`src/rtl/qam_pkg.sv`:
```
// Shared mode encoding and helpers for the parameterised QAM mapper.
package qam_pkg;

    typedef enum logic [2:0] {
        MODE_BPSK   = 3'd0,
        MODE_QPSK   = 3'd1,
        MODE_QAM16  = 3'd2,
        MODE_QAM64  = 3'd3,
        MODE_QAM256 = 3'd4
    } mode_e;

    function automatic logic mode_ok(input logic [2:0] mode);
        return mode <= 3'(MODE_QAM256);
    endfunction

    // Invalid modes report zero bits so they can never emit a symbol
    function automatic logic [3:0] bits_per_sym(input logic [2:0] mode);
        logic [3:0] b;
        case (mode)
            MODE_BPSK:   b = 4'd1;
            MODE_QPSK:   b = 4'd2;
            MODE_QAM16:  b = 4'd4;
            MODE_QAM64:  b = 4'd6;
            MODE_QAM256: b = 4'd8;
            default:     b = 4'd0;
        endcase
        return b;
    endfunction

    function automatic logic [3:0] gray2bin(input logic [3:0] g);
        logic [3:0] n;
        n[3] = g[3];
        for (int i = 2; i >= 0; i--) begin
            n[i] = n[i+1] ^ g[i];
        end
        return n;
    endfunction

endpackage

```
`src/rtl/qam_mod_param_if.sv`:
```
// Word-in / symbol-out stream bundle of the QAM mapper.
interface qam_mod_param_if #(
    parameter int DATA_W   = 32,
    parameter int SAMPLE_W = 16
);
    logic [DATA_W-1:0]     signal_in;
    logic                  valid_in;
    logic                  ready_out;
    logic [2:0]            qam;
    logic [2*SAMPLE_W-1:0] signal_out;
    logic                  valid_out;
    logic                  ready_in;
    logic                  error;

    modport slave (
        input  signal_in, valid_in, qam, ready_in,
        output ready_out, signal_out, valid_out, error
    );

    modport master (
        output signal_in, valid_in, qam, ready_in,
        input  ready_out, signal_out, valid_out, error
    );
endinterface

```
`src/rtl/qam_level_map.sv`:
```
// Gray index to scaled two's-complement amplitude; h=0 yields zero.
module qam_level_map import qam_pkg::*; #(
    parameter int SAMPLE_W = 16,
    parameter int SCALE    = 12
) (
    input  logic [3:0]          idx,
    input  logic [2:0]          h,
    output logic [SAMPLE_W-1:0] sample
);
    logic [3:0]                 n;
    logic [5:0]                 level;
    logic signed [SAMPLE_W-1:0] ext;

    always_comb begin
        n     = gray2bin(idx);
        level = {1'b0, n, 1'b1} - (6'd1 << h);
        ext   = SAMPLE_W'($signed(level));
        if (h == 3'd0) begin
            sample = '0;
        end else begin
            sample = ext <<< SCALE;
        end
    end
endmodule

```
`src/rtl/qam_mod_param.sv`:
```
// Bit-buffered BPSK..256-QAM mapper: DATA_W words in, {I,Q} symbols out.
module qam_mod_param import qam_pkg::*; #(
    parameter int DATA_W   = 32,
    parameter int SAMPLE_W = 16,
    parameter int SCALE    = 12
) (
    input  logic           clk,
    input  logic           rst,
    qam_mod_param_if.slave bus
);
    localparam int BW = DATA_W + 7;
    localparam int CW = $clog2(BW + 1);

    logic [BW-1:0]         bits_r;
    logic [CW-1:0]         cnt_r;
    logic [2:0]            mode_r;
    logic [2*SAMPLE_W-1:0] out_r;
    logic                  vld_r;
    logic                  err_r;

    logic [BW-1:0]         bits_eff;
    logic [BW-1:0]         comb;
    logic [CW-1:0]         cnt_eff;
    logic [CW-1:0]         cnt_comb;
    logic [2:0]            mode_eff;
    logic [3:0]            b_r;
    logic [3:0]            b_eff;
    logic [CW-1:0]         br_w;
    logic [CW-1:0]         be_w;
    logic                  out_free;
    logic                  latch;
    logic                  ready;
    logic                  accept;
    logic                  emit;
    logic [7:0]            sym;
    logic [2:0]            h_i;
    logic [2:0]            h_q;
    logic [3:0]            idx_i;
    logic [3:0]            idx_q;
    logic [SAMPLE_W-1:0]   smp_i;
    logic [SAMPLE_W-1:0]   smp_q;

    always_comb begin
        out_free = !vld_r || bus.ready_in;
        b_r      = bits_per_sym(mode_r);
        br_w     = CW'(b_r);
        latch    = out_free && (cnt_r < br_w || cnt_r == '0);
        mode_eff = latch ? bus.qam : mode_r;
        b_eff    = bits_per_sym(mode_eff);
        be_w     = CW'(b_eff);
        bits_eff = bits_r;
        cnt_eff  = cnt_r;
        // A newly latched mode cannot reuse residual bits of the old one
        if (latch && mode_eff != mode_r) begin
            bits_eff = '0;
            cnt_eff  = '0;
        end
        ready    = rst && mode_ok(mode_eff) && cnt_eff < be_w;
        accept   = ready && bus.valid_in;
        comb     = bits_eff;
        cnt_comb = cnt_eff;
        if (accept) begin
            comb     = bits_eff | ({bus.signal_in, 7'b0} >> cnt_eff);
            cnt_comb = cnt_eff + CW'(DATA_W);
        end
        emit  = out_free && b_eff != 4'd0 && cnt_comb >= be_w;
        sym   = comb[BW-1 -: 8];
        h_q   = b_eff[3:1];
        h_i   = (b_eff == 4'd1) ? 3'd1 : b_eff[3:1];
        idx_i = 4'(sym >> (8 - int'(h_i)));
        idx_q = 4'(sym >> (8 - 2 * int'(h_q)))
              & ((4'd1 << h_q) - 4'd1);
    end

    qam_level_map #(
        .SAMPLE_W (SAMPLE_W),
        .SCALE    (SCALE)
    ) u_map_i (
        .idx    (idx_i),
        .h      (h_i),
        .sample (smp_i)
    );

    qam_level_map #(
        .SAMPLE_W (SAMPLE_W),
        .SCALE    (SCALE)
    ) u_map_q (
        .idx    (idx_q),
        .h      (h_q),
        .sample (smp_q)
    );

    always_ff @(posedge clk) begin
        if (!rst) begin
            bits_r <= '0;
            cnt_r  <= '0;
            mode_r <= '0;
            out_r  <= '0;
            vld_r  <= 1'b0;
            err_r  <= 1'b0;
        end else begin
            if (latch) begin
                mode_r <= bus.qam;
            end
            err_r <= !mode_ok(mode_eff);
            if (emit) begin
                bits_r <= comb << b_eff;
                cnt_r  <= cnt_comb - be_w;
                out_r  <= {smp_i, smp_q};
                vld_r  <= 1'b1;
            end else begin
                bits_r <= comb;
                cnt_r  <= cnt_comb;
                vld_r  <= vld_r && !bus.ready_in;
            end
        end
    end

    assign bus.ready_out  = ready;
    assign bus.signal_out = out_r;
    assign bus.valid_out  = vld_r;
    assign bus.error      = err_r;

endmodule

```
`src/flat_wrapper.sv`:
```
// flat-port wrapper written by rule: the top's interface ports become plain ports
module qam_mod_param_flat import qam_pkg::*;
#(
    parameter int DATA_W   = 32,
    parameter int SAMPLE_W = 16,
    parameter int SCALE    = 12
)
  (clk, rst, bus_signal_in, bus_valid_in, bus_qam, bus_ready_in, bus_ready_out, bus_signal_out, bus_valid_out, bus_error);
  qam_mod_param_if #(.DATA_W(DATA_W), .SAMPLE_W(SAMPLE_W)) bus_i ();
  input  logic clk;
  input  logic rst;
  input wire logic [$bits(bus_i.signal_in)-1:0] bus_signal_in;
  input wire logic [$bits(bus_i.valid_in)-1:0] bus_valid_in;
  input wire logic [$bits(bus_i.qam)-1:0] bus_qam;
  input wire logic [$bits(bus_i.ready_in)-1:0] bus_ready_in;
  output wire logic [$bits(bus_i.ready_out)-1:0] bus_ready_out;
  output wire logic [$bits(bus_i.signal_out)-1:0] bus_signal_out;
  output wire logic [$bits(bus_i.valid_out)-1:0] bus_valid_out;
  output wire logic [$bits(bus_i.error)-1:0] bus_error;
  assign bus_i.signal_in = bus_signal_in;
  assign bus_i.valid_in = bus_valid_in;
  assign bus_i.qam = bus_qam;
  assign bus_i.ready_in = bus_ready_in;
  assign bus_ready_out = bus_i.ready_out;
  assign bus_signal_out = bus_i.signal_out;
  assign bus_valid_out = bus_i.valid_out;
  assign bus_error = bus_i.error;
  qam_mod_param #(.DATA_W(DATA_W), .SAMPLE_W(SAMPLE_W), .SCALE(SCALE)) u_core (.clk(clk), .rst(rst), .bus(bus_i));
endmodule
```
`config.mk`:
```
export PLATFORM = sky130hd
export DESIGN_NAME = qam_mod_param_flat
export DESIGN_NICKNAME = d
export VERILOG_FILES = /design/src/rtl/qam_pkg.sv /design/src/rtl/qam_mod_param_if.sv /design/src/rtl/qam_level_map.sv /design/src/rtl/qam_mod_param.sv /design/src/flat_wrapper.sv
export SDC_FILE = /design/constraint.sdc
export NUM_CORES = 1
export LEC_CHECK = 0
export CAP_MARGIN = 10
export CORE_MARGIN = 3
export CORE_UTILIZATION = 44
export CTS_CLUSTER_SIZE = 12
export DETAILED_ROUTE_END_ITERATION = 10
export PLACE_DENSITY_LB_ADDON = 0.3
export SETUP_SLACK_MARGIN = 0.02
export SKIP_LAST_GASP = 1
export SLEW_MARGIN = 5
export SYNTH_ARGS = -nofsm -noshare
export SYNTH_HDL_FRONTEND = slang
export SYNTH_SLANG_ARGS = --single-unit
```
`constraint.sdc`:
```
create_clock -name clk -period 7.7 [get_ports clk]
set_clock_uncertainty 0.1 [all_clocks]
set_input_delay 0.77 -clock clk [delete_from_list [all_inputs] [get_ports clk]]
set_output_delay 0.77 -clock clk [all_outputs]
set_load 0.03 [all_outputs]
```
==> results.txt, run 1 <==
----------------------------------------------------
[Clock tree]
  Number of buffers on the longest clock path ... 2
  Root Buffer Master ... sky130_fd_sc_hd__clkbuf_16
  # H-tree levels ... 3
  Clock-pin slew of the registers on the worst-case setup and hold paths ... 0.06 ns
  CTS tree ... yes
  Clock latency at the later pin of the worst-skew pair ... between 0.3 and 0.4 ns
  # clock sinks ... 58
  Hold-fix buffer count after cts ... 0
  Number of buffers created by CTS ... 9

[Timing]
  Number of pins with negative max-slew slack in the final report ... 0
  Final Cycle Share ... ~93%
  Sum of negative setup slack ... 0 ns
  Highest Clock Rate ... 139 MHz
  Worst-margin pin slew ... 1.09 ns
  Period minus WS final ... ~7.2 ns
  Final worst-path setup slack ... between 0.5 and 0.6 ns
  Final setup viols ... 0
  Setup repair after global routing missed its margin ... false
  Slew HR ... 26.8%
  Hold violation total from the final report ... 0

[Cells and area]
  Most common library cell in the layout ignoring fill and taps ... sky130_fd_sc_hd__nand2_1
  Diode insertion count for antenna repair ... 0
  Post-route non-filler standard cell count ... 1335
  Top library cells by usage in the layout, fill and taps aside ... sky130_fd_sc_hd__nand2_1 (171), sky130_fd_sc_hd__a21oi_1 (73), sky130_fd_sc_hd__nor2_1 (67)
  Share of final-layout standard cells stronger than drive strength 1 ... 10.9%
  Nets ... about 1200
  Final non-filler cell area ... roughly 8600 sq um
  Area growth syn-to-layout ... 10.9%

[Placed design]
  Dpl hpwl ... 20100 um
  Cells after DPL ... 1319
  Port buffer count ... 49
  Post-place instance area ... 8310 sq um
  Setup slack at placement ... roughly 0.39 ns
  RD Place Congestion ... approximately 0.98

[Critical path]
  Crit Path Category ... reg2reg
  Worst setup slack for register-to-register paths ... about 0.51 ns
  Arrival time of data at the critical path endpoint ... approximately 7.3 ns
  Worst Reg2Reg Path Length in Cells ... 30
  Type of element capturing the critical path ... flop
  Biggest cell delay along the critical path ... 0.48 ns
  Destination of the worst register-to-register timing path ... u_core.bus.signal_out[15]
  Max FO, Critical Path ... 20
  Beginning of the worst register-to-register path ... u_core.mode_r[1]
  Crit start category ... flop
  Critical path's slowest cell ... sky130_fd_sc_hd__or3_1
  Data required, critical path ... 7.83 ns
  Most repeated library cell on the critical path ... sky130_fd_sc_hd__ha_1

[Yosys]
  Number of flops mapped to enable cells by yosys ... 0
  Number of different library cells in the post-synthesis netlist ... 100
  Synthesized area ... 7770 sq um
  Main synth FF type ... sky130_fd_sc_hd__dfxtp_1
  Mean cell area of the mapped netlist ... 7.01 sq um
  Number of instances in the synthesized netlist ... 1108
  Post-synthesis sequential element count ... 58
  Fraction of synthesis flops using an asynchronous set or reset pin ... 0%
  Count of yosys warnings during synthesis ... 0
  Register area share after synthesis ... 14.9%

[Routing]
  Via count ... 9167
  Routed wire per std cell ... 21.6 um
  Routed wire length ... 28900 um
  Via-per-instance ratio ... 6.87
  Number of nets with antenna violations after routing ... 0
  Number of detailed-route iterations in the first pass ... 6
  Number of remaining DRC errors ... 0
  Detailed Route Iter0 Violations ... 1629

[Min path]
  Worst hold path depth ... 2
  Path class of the lowest-slack min-delay path ... reg2reg
  Capture endpoint of the worst hold path ... u_core.bus.signal_out[30]
  Hold wc startpoint ... u_core.bus.signal_out[30]

[Die]
  Horiz. Die Dim ... 139 um
  Std-Cell Core Area ... 16900 sq um
  Full die area ... 19300 sq um
  I/O Pins ... 74
  Row cnt ... 47
  Starting density of the core ... a little under half
  Die height ... 139 um

[GRT]
  Number of antenna violations at the first check in global routing ... 0
  All-Layer GR Usage ... 28.4%
  Largest net degree at the start of global routing ... 65
  Total gr overflow ... 0
  Vias in the first global route ... 8201
  First-pass GRT wire length ... 45400 um

[Job]
  Max-cap check violation count ... 0

[Run status]
  Run status ... completed

----------------------------------------------------
-- synthesized netlist by cell type, types with 9 or more instances --
master | number | area (sq um)
sky130_fd_sc_hd__nand2_1 | 172 | 646
sky130_fd_sc_hd__a21oi_1 | 73 | 365
sky130_fd_sc_hd__nor2_1 | 69 | 259
sky130_fd_sc_hd__o21ai_0 | 60 | 300
sky130_fd_sc_hd__dfxtp_1 | 58 | 1160
sky130_fd_sc_hd__clkbuf_1 | 52 | 195
sky130_fd_sc_hd__inv_1 | 28 | 105
sky130_fd_sc_hd__buf_4 | 26 | 195
sky130_fd_sc_hd__and2_1 | 25 | 156
sky130_fd_sc_hd__o22ai_1 | 25 | 156
sky130_fd_sc_hd__a22oi_1 | 24 | 180
sky130_fd_sc_hd__buf_2 | 23 | 115
sky130_fd_sc_hd__mux2_2 | 23 | 259
sky130_fd_sc_hd__mux2i_1 | 23 | 230
sky130_fd_sc_hd__nand3_1 | 23 | 115
sky130_fd_sc_hd__a31oi_1 | 22 | 138
sky130_fd_sc_hd__nor3_1 | 22 | 110
sky130_fd_sc_hd__ha_1 | 19 | 238
sky130_fd_sc_hd__o211ai_1 | 17 | 128
sky130_fd_sc_hd__nand2b_1 | 16 | 100
sky130_fd_sc_hd__o221ai_1 | 15 | 131
sky130_fd_sc_hd__a211oi_1 | 14 | 105
sky130_fd_sc_hd__a22o_1 | 13 | 114
sky130_fd_sc_hd__and3_1 | 13 | 81.3
sky130_fd_sc_hd__o31ai_1 | 13 | 97.6
sky130_fd_sc_hd__a221oi_1 | 12 | 105
sky130_fd_sc_hd__o21ai_1 | 12 | 60.1
sky130_fd_sc_hd__a21o_1 | 11 | 82.6
sky130_fd_sc_hd__nor2b_1 | 11 | 68.8
sky130_fd_sc_hd__a211o_1 | 10 | 87.6
sky130_fd_sc_hd__a221o_1 | 9 | 90.1
sky130_fd_sc_hd__buf_1 | 9 | 33.8
sky130_fd_sc_hd__or3_1 | 9 | 56.3
sky130_fd_sc_hd__xnor2_1 | 9 | 78.8
-- critical path: cells and delay by family (launching register included) --
| family | cells | cell delay (ns) |
|---|---|---|
| XOR/XNOR | 2 | 0.36 |
| flip-flops | 1 | 0.37 |
| adder cells (fa/ha/maj) | 5 | 1.51 |
| buffers and inverters | 3 | 0.40 |
| AO/OA/AOI/OAI | 9 | 1.73 |
| AND/OR/NAND/NOR | 8 | 1.96 |
| multiplexers | 3 | 0.62 |
-- worst max path at each step --
stage               slack (ns)                   endpoint              from
global route              0.03  u_core.bus.signal_out[15]  u_core.mode_r[1]
finish                    0.51  u_core.bus.signal_out[15]  u_core.mode_r[1]
global placement          0.62  u_core.bus.signal_out[15]      bus_ready_in
CTS                       0.41  u_core.bus.signal_out[15]  u_core.mode_r[1]
floorplan                 0.14  u_core.bus.signal_out[15]  u_core.mode_r[2]
detailed placement        0.39  u_core.bus.signal_out[15]      bus_ready_in
-- cells by family after synthesis --
group | count (synthesis) | synth area share, %
flops | 58 | 14.9
buf+inv | 146 | 9.07
mux | 47 | 6.49
other cells | 1 | 0.0483
compound gates | 423 | 39.5
xor+xnor | 14 | 1.67
simple gates | 397 | 24.4
fa+ha+maj | 22 | 3.83
-- per-stage QoR --
stage	util (%)	hold slack, ns
3_3_place_gp	49.0	0.355
4_1_cts	50.7	0.383
3_5_place_dp	49.0	0.365
2_1_floorplan	-	0.409
6_report	50.9	0.378
5_1_grt	50.9	0.407
-- metal layers --
metal	global-route usage, %	up-vias	share of wire, %	wire length, um
met5	0	-	0	0
met4	9.89	0	3.9	1120
met3	7.55	114	12	3560
met2	39.6	662	40	11600
met1	41.7	4239	44	12600
li1	-	4152	-	-
-- repair_timing --
action,4_1_cts,5_1_grt
endpoints found under the setup margin,0,4
gates resized for setup,0,4
setup buffers,0,2
-- final cells by class --
class | count | area, sq um
fill | 1740 | 8320
clock inverter | 2 | 12.5
tap | 220 | 275
inverter | 32 | 120
multi-input combinational | 927 | 6020
clock buffer | 12 | 267
sequential | 58 | 1160
timing repair buffer | 84 | 753
-- flip-flops by register name (all words and copies together) (netlist names) --
signal                 flops
u_core.cnt_r               6
u_core.bus.valid_out       1
u_core.bus.error           1
u_core.mode_r              3
u_core.bus.signal_out      8
u_core.bits_r             39
Power of run 1 is left out: the tool's default activity adds up to more than one toggle a clock period on the data nets, which glitch-free logic cannot reach.
==> inputs of run 2 (changes only) <==
CTS_CLUSTER_SIZE = 30   (was 12)
==> results of run 2 <==
Final layout, timing and power as in run 1 (identical DEF).
Power of run 2 is left out for the same reason.
